--- src/rtl/commit_checker_pkg.sv ---
// commit_chk_pkg: definitions shared by the commit checker files.
//   state_t        - checker state (RUN, HALT, DONE)
//   commit_entry_t - one writeback commit (destination register + data) in
//                    the default MIPS configuration (5-bit index, 32-bit data)
//   clog2          - ceiling log2, used to size the FIFO pointers
package commit_chk_pkg;

  localparam int DEF_ADDR_W = 5;
  localparam int DEF_DATA_W = 32;

  typedef enum logic [1:0] {
    RUN  = 2'd0,
    HALT = 2'd1,
    DONE = 2'd2
  } state_t;

  typedef struct packed {
    logic [DEF_ADDR_W-1:0] addr;
    logic [DEF_DATA_W-1:0] data;
  } commit_entry_t;

  function automatic int clog2(input int value);
    int result;
    int v;
    result = 0;
    v = value - 1;
    while (v > 0) begin
      result = result + 1;
      v = v >> 1;
    end
    return result;
  endfunction

endpackage

--- src/rtl/commit_checker_fifo.sv ---
// commit_fifo: synchronous FIFO holding buffered commits.
//   clk, rst   - clock, asynchronous active-low reset
//   push       - write push_data (ignored when full unless popping too)
//   pop        - drop the head entry (ignored when empty)
//   head       - current head entry, valid whenever !empty
//   full/empty - occupancy flags
//   count      - number of stored entries
// Pointers carry one extra bit so full and empty are told apart by the MSB.
module commit_fifo
  import commit_chk_pkg::*;
#(
  parameter int WIDTH = 37,
  parameter int DEPTH = 8
) (
  input  logic                   clk,
  input  logic                   rst,
  input  logic                   push,
  input  logic [WIDTH-1:0]       push_data,
  input  logic                   pop,
  output logic [WIDTH-1:0]       head,
  output logic                   full,
  output logic                   empty,
  output logic [clog2(DEPTH):0]  count
);

  localparam int AW = clog2(DEPTH);

  logic [WIDTH-1:0] mem [DEPTH];
  logic [AW:0]      wr_ptr;
  logic [AW:0]      rd_ptr;
  logic             do_push;
  logic             do_pop;

  // A full FIFO still accepts a push when the head leaves in the same cycle.
  assign do_pop  = pop && !empty;
  assign do_push = push && (!full || do_pop);

  assign empty = (wr_ptr == rd_ptr);
  assign full  = (wr_ptr[AW] != rd_ptr[AW]) &&
                 (wr_ptr[AW-1:0] == rd_ptr[AW-1:0]);
  assign count = wr_ptr - rd_ptr;
  assign head  = mem[rd_ptr[AW-1:0]];

  always_ff @(posedge clk or negedge rst) begin
    if (!rst) begin
      wr_ptr <= '0;
      rd_ptr <= '0;
    end else begin
      if (do_push) wr_ptr <= wr_ptr + (AW+1)'(1);
      if (do_pop)  rd_ptr <= rd_ptr + (AW+1)'(1);
    end
  end

  // Storage needs no reset: the pointers decide what is valid.
  always_ff @(posedge clk) begin
    if (do_push) mem[wr_ptr[AW-1:0]] <= push_data;
  end

endmodule

--- config.mk ---
export PLATFORM = sky130hd
export DESIGN_NAME = commit_fifo
export DESIGN_NICKNAME = d
export VERILOG_FILES = /design/src/rtl/commit_checker_pkg.sv /design/src/rtl/commit_checker_fifo.sv
export SDC_FILE = /design/constraint.sdc
export NUM_CORES = 1
export LEC_CHECK = 0
export CORE_MARGIN = 1
export CORE_UTILIZATION = 63
export DETAILED_ROUTE_END_ITERATION = 7
export PLACE_DENSITY = 0.94
export SYNTH_ARGS = -nofsm -noshare
export SYNTH_HDL_FRONTEND = slang
export SYNTH_SLANG_ARGS = --single-unit
--- constraint.sdc ---
create_clock -name clk -period 11.55 [get_ports clk]
set_clock_uncertainty 0.2 [all_clocks]
set_input_delay 1.155 -clock clk [delete_from_list [all_inputs] [get_ports clk]]
set_output_delay 1.155 -clock clk [all_outputs]
set_load 0.02 [all_outputs]
* Word level (Yosys, flattened, before mapping) *
Memories as Yosys holds them, arrays and structs flattened.
Cells that the tools add are included.

storage, ports and cells
  register bits after elaboration = 8
  memory bits (writable) = 296
  input port bits = 41
  output and inout bits = 43
  word-level logic and storage cells = 17
  memories kept = 1

memories
  name  words  width  rd ports  clocked after Yosys merged registers in  write ports  line                       RTL
  mem   8      37     1         0                                        1            commit_checker_fifo.sv:28  logic [WIDTH-1:0] mem [DEPTH];

operators by class
  $add $sub $neg = 3
  equal/unequal tests = 3
  multiplexer cells = 2
  reductions and logical operators = 6

operator list
  operator               number
  $add A4 B1 Y4 const B  2
  $eq A4 B4 Y1           1
  $sub A4 B4 Y4          1
  $eq A3 B3 Y1           1
  $logic_and A1 B1 Y1    3
  $logic_not A1 Y1       2
  $mux W1                2
  $logic_or A1 B1 Y1     1
  $ne A1 B1 Y1           1

* Depth between registers and ports, before layout *
  depth in word-level cells = 7
  depth in mapped cells = 9
  depth with buffers taken out = 6

* Worst setup path after synthesis *
Ideal clock, no wire load.

  kind = register to register
  from = reg rd_ptr[1]
  to = mem mem[0][0], enable pin
  setup time = 0.477 ns
  data arrival time = 4.289 ns
  setup slack = 6.583 ns
  stages on the path, launching flop included = 10
  buffers on the path = 3
  clock period less this slack = 4.967 ns
  cells stage by stage = dfrtp_1 -> clkbuf_1 -> buf_2 -> buf_2 -> inv_1 -> ha_1 -> nand3_1 -> or3_4 -> nand3b_1 -> nor3_1

between the ends
  word-level cells in the longest chain between the ends = 7
  elaborated cells on any way between the ends = 10
  classes of those cells = eq/ne: 2; mux: 2; reduce/logical: 6

RTL lines
  what                                                            line                                                  RTL
  start: declaration                                              commit_checker_fifo.sv:30                             logic [AW:0] rd_ptr;
  start signal: assignment                                        commit_checker_fifo.sv:50                             if (do_pop) rd_ptr <= rd_ptr + (AW+1)'(1);
  $eq A4 B4 Y1 / $eq A3 B3 Y1 (equally long branches)             commit_checker_fifo.sv:38, commit_checker_fifo.sv:40
  $logic_not A1 Y1 / $logic_and A1 B1 Y1 (equally long branches)  commit_checker_fifo.sv:35, commit_checker_fifo.sv:39
  $logic_and A1 B1 Y1 / $logic_not A1 Y1 (equally long branches)  commit_checker_fifo.sv:35, commit_checker_fifo.sv:36
  $logic_or A1 B1 Y1 (*)                                          commit_checker_fifo.sv:36                             assign do_push = push && (!full || do_pop);
  $logic_and A1 B1 Y1 (*)                                         commit_checker_fifo.sv:36
  $mux W1 (*)                                                     commit_checker_fifo.sv:56                             if (do_push) mem[wr_ptr[AW-1:0]] <= push_data;
  $mux W1 (implied by the code) (*)                               commit_checker_fifo.sv:56
  end: declaration                                                commit_checker_fifo.sv:28

Mark *: on every way between the ends. The rest lies on a longest branch, timed or not.

* Worst setup path in the final report *
  from = reg rd_ptr[0]
  to = out count[3]

between the ends
  word-level cells in the longest chain between the ends = 1

RTL lines
  what              line                       RTL
  $sub A4 B4 Y4     commit_checker_fifo.sv:41  assign count = wr_ptr - rd_ptr;
  end: declaration  commit_checker_fifo.sv:23  output logic [clog2(DEPTH):0] count

Every way passes these cells.

==> Implementation_results.wiki <==
{| class="wikitable"
! Metric !! Value
|-
| Total number of vias || 5689
|-
| Result of the run || finished with violations
|-
| Clock buffers created by TritonCTS || 29
|-
| Count of antenna diodes in the layout || 0
|-
| Synth warn || 0
|-
| Post-synth top area share || 76.0%
|-
| DRT Wirelength || 23.3 mm
|-
| Final cycle utilization of the critical path || 45.1%
|-
| Root cell of the clock tree || clkbuf_16
|-
| Number of nets produced by synthesis || 613
|-
| Most common flop cell mapped by yosys || edfxtp_1
|-
| Worst hold path class || flop to flop
|-
| Clock net sink count || 304
|-
| Top-level I/O count || 84
|-
| Post-synthesis instance area || around 12000 um2
|-
| Crit-path max FO || 46
|-
| Critical path capture point type || output pin
|-
| Final core area utilization || between 70% and 80%
|-
| Startpoint type of the worst setup path || flop
|-
| Htree depth || 1
|-
| Weighted congestion reported at the end of routability-driven placement || 0.742
|-
| Number of vias per cell || between 6 and 7
|-
| Portion of the post-synthesis area used by sequential elements || 77.7%
|-
| Count of input and output buffers || 83
|-
| VDD IR max || 0.219 mV
|-
| CORE AREA || 18100 um2
|-
| Count of routing violations after the opening detailed-route iteration || 437
|-
| Share of post-route cells with drive strength above 1 || about a fifth
|-
| DRC violations left || 16
|-
| Non-filler instance count after layout || 914
|-
| Flip-flop and latch count after synthesis || 304
|-
| Net count, final || a little over 700
|-
| Clock latency reported for the late side of the worst-skew pair || between 0.5 and 0.6 ns
|-
| Average routed wire per standard cell || 25.5 um
|-
| Relative contribution of combinational cells to total power || 33.1%
|-
| CP Buf/Inv Count || 3
|-
| Leak || between 4 and 5 nW
|-
| Die span in x || around 140 um
|-
| Leftover overflow at the end of global routing || 0
|-
| Required time worst endpoint || 10.20 ns
|-
| Dominant delay contributor by cell family on the critical path || buffers and inverters
|-
| Highest-delay cell along the critical path || dfrtp_4
|-
| Leading area contributor after synthesis || edfxtp_1
|-
| Crit-path max cell delay || 0.85 ns
|-
| Power per Cell Area || 276 nW/um2
|-
| Switching component of the power || 1.21 mW
|-
| Final Critical Period || 5.20 ns
|-
| Row count || around 50
|-
| Max Transition Viols Final || 0
|-
| Number of nets still failing antenna checks after routing || 0
|-
| Part of the power in the clock network || 25.7%
|-
| Total routing resource utilization after global routing || roughly a quarter
|-
| Cell-by-cell listing of the critical path || buf_4 -> ha_1 -> inv_1 -> a21o_1 -> a21oi_1 -> xnor2_1 -> clkdlybuf4s50_1
|-
| Slew HR || around a quarter
|-
| Mean instance size in the synthesized netlist || a little over 20 um2
|-
| Violations in the final reports || design-rule violations
|-
| Pin count of the biggest net entering global routing || 80
|-
| Number of maximum-capacitance constraint violations || 0
|-
| Drt first pass iters || 6
|-
| Worst path arrival time || 3.85 ns
|-
| Ranking of synthesized cells by area || edfxtp_1 76%, mux4_2 14%, nand2_1 3.7%, dfrtp_1 1.7%, ha_1 0.54%
|-
| Die footprint || 19100 um2
|-
| Initial cell density of the core || between 60 and 70%
|-
| Number of antenna violations at the first check in global routing || 0
|-
| Final HPWL from detailed placement || 12.1 mm
|-
| Critical path class || flop to output pin
|-
| Die Y-Extent || 138 um
|-
| Portion of total power attributed to sequential cells || between 40% and 50%
|-
| Number of global-route vias before repair || roughly 6000
|-
| Count of mapped cells out of synthesis || between 500 and 600
|-
| Maximum clock frequency || 192 MHz
|-
| Clock tree from TritonCTS || built
|-
| Hold_buf cts || 0
|-
| Final sum of negative setup slack || 0 ns
|-
| Fillers || approximately 900
|-
| RSZ-0062 raised after global routing || false
|-
| Number of enable-type register cells in the synthesized netlist || 296
|-
| Final setup violation count || 0
|-
| Number of cells after detailed placement || 861
|-
| CTS Buffer Depth || 3
|-
| Wire length of the first global-routing pass || 35.2 mm
|-
| Post-cts resize count || 0
|-
| Count of unique library cells instantiated by Yosys || 26
|-
| Layout area overhead || 17.9%
|-
| Pint || 2.60 mW
|-
| Register clock-pin slew on the reported worst setup and hold paths || 0.06 ns
|-
| Buffer count from post-CTS setup fixing || 0
|-
| Switching Fraction || 31.7%
|-
| FFs w/ async S/R, synth || 2.63%
|-
| Total count of hold-check failures in the final report || 0
|-
| Slew of the pin with the lowest slew margin || between 1 and 1.5 ns
|}
worst reg2reg max path, stage by stage, from the launching register on:
cell      delay (ns)
dfrtp_2         1.01
inv_2           0.65
ha_1            0.55
nand3_1         0.19
or3_4           0.19
nand3b_1        0.30
nor2_4          0.61
buf_4           0.46
state kept, by name, indices dropped and copies added, names as in the netlist:
signal  cells
wr_ptr      4
mem       296
rd_ptr      4
placed cells by master (no fill, tap or decap), types with 5 or more instances in the layout:
master	count
mux4_2	74
xnor2_1	6
edfxtp_1	296
buf_4	9
clkbuf_1	5
clkinv_2	7
nor2_4	6
dfrtp_1	5
ha_1	5
nand2_1	114
inv_1	7
clkbuf_16	29
bufinv_16	5
clkdlybuf4s50_1	83
stage by stage:
step	power [mW]	hold slack, ns	cell area (um2)	setup slack [ns]
2_1_floorplan	2.35	0.300	11700	6.58
3_3_place_gp	2.79	0.322	12800	7.01
3_5_place_dp	2.85	0.347	12800	6.87
4_1_cts	3.83	0.358	13800	6.29
5_1_grt	3.95	0.404	13800	6.08
6_report	3.81	0.367	13800	6.35
power groups by stage:
stage / combinational (mW) / clock [mW] / sequential (mW)
after floorplan: 0.887 / 0 / 1.46
after global placement: 1.21 / 0 / 1.57
after detailed placement: 1.25 / 0 / 1.59
after CTS: 1.27 / 0.988 / 1.58
after global routing: 1.34 / 1.03 / 1.59
final: 1.26 / 0.977 / 1.57
cell families (layout without fill, tap and decap cells):
logic type                 Yosys count  after routing  share of synthesized area, %
adders and majority gates            6              6                         0.706
and+or+nand+nor                    132            132                          4.45
AOI/OAI and AO/OA                    4              4                         0.289
buffers and inverters               34            153                          1.52
muxes                               76             76                          14.5
xor gates and xnor gates            10             10                         0.813
DFF                                304            304                          77.7
routing by layer:
layer,share of wire [%],GRT usage [%],vias up
li1,-,-,2436
met3,5.7,3.81,48
met2,54,45.0,242
met4,2.5,8.75,0
met5,0,0,-
met1,38,32.2,2963
area by class of cell:
| type | count | area [um2] | share of cell area (%) |
|---|---|---|---|
| flip-flops and latches | 304 | 9100 | 66.0 |
| multi-input cells | 228 | 2480 | 18.0 |
| repair buffers | 92 | 898 | 6.52 |
| clock buffers | 37 | 786 | 5.70 |
| well taps | 229 | 287 | 2.08 |
| clock inverters | 16 | 200 | 1.45 |
| inverters | 8 | 30.0 | 0.218 |
cell usage after synthesis (5+ instances only):
cell type / number
edfxtp_1: 296
xnor2_1: 6
buf_6: 5
buf_2: 7
clkbuf_1: 13
dfrtp_1: 8
nor2_1: 10
mux4_2: 74
ha_1: 5
inv_1: 8
nand2_1: 114
path summary, 6_finish.rpt:
path                                       start               endpoint  slack (ns)  depth (start not counted)
min reg2reg                wr_ptr[3]$_DFFE_PN0P_  wr_ptr[3]$_DFFE_PN0P_        0.37                          1
max                        rd_ptr[0]$_DFFE_PN0P_               count[3]        6.35                          7
min                        wr_ptr[3]$_DFFE_PN0P_  wr_ptr[3]$_DFFE_PN0P_        0.37                          1
min in group asynchronous                    rst  wr_ptr[3]$_DFFE_PN0P_        0.71                          1
max reg2reg                rd_ptr[2]$_DFFE_PN0P_    mem[2][0]$_DFFE_PP_        7.07                          7
max in group asynchronous                    rst  rd_ptr[0]$_DFFE_PN0P_       10.11                          1
Power figures use the tool's default switching activity.
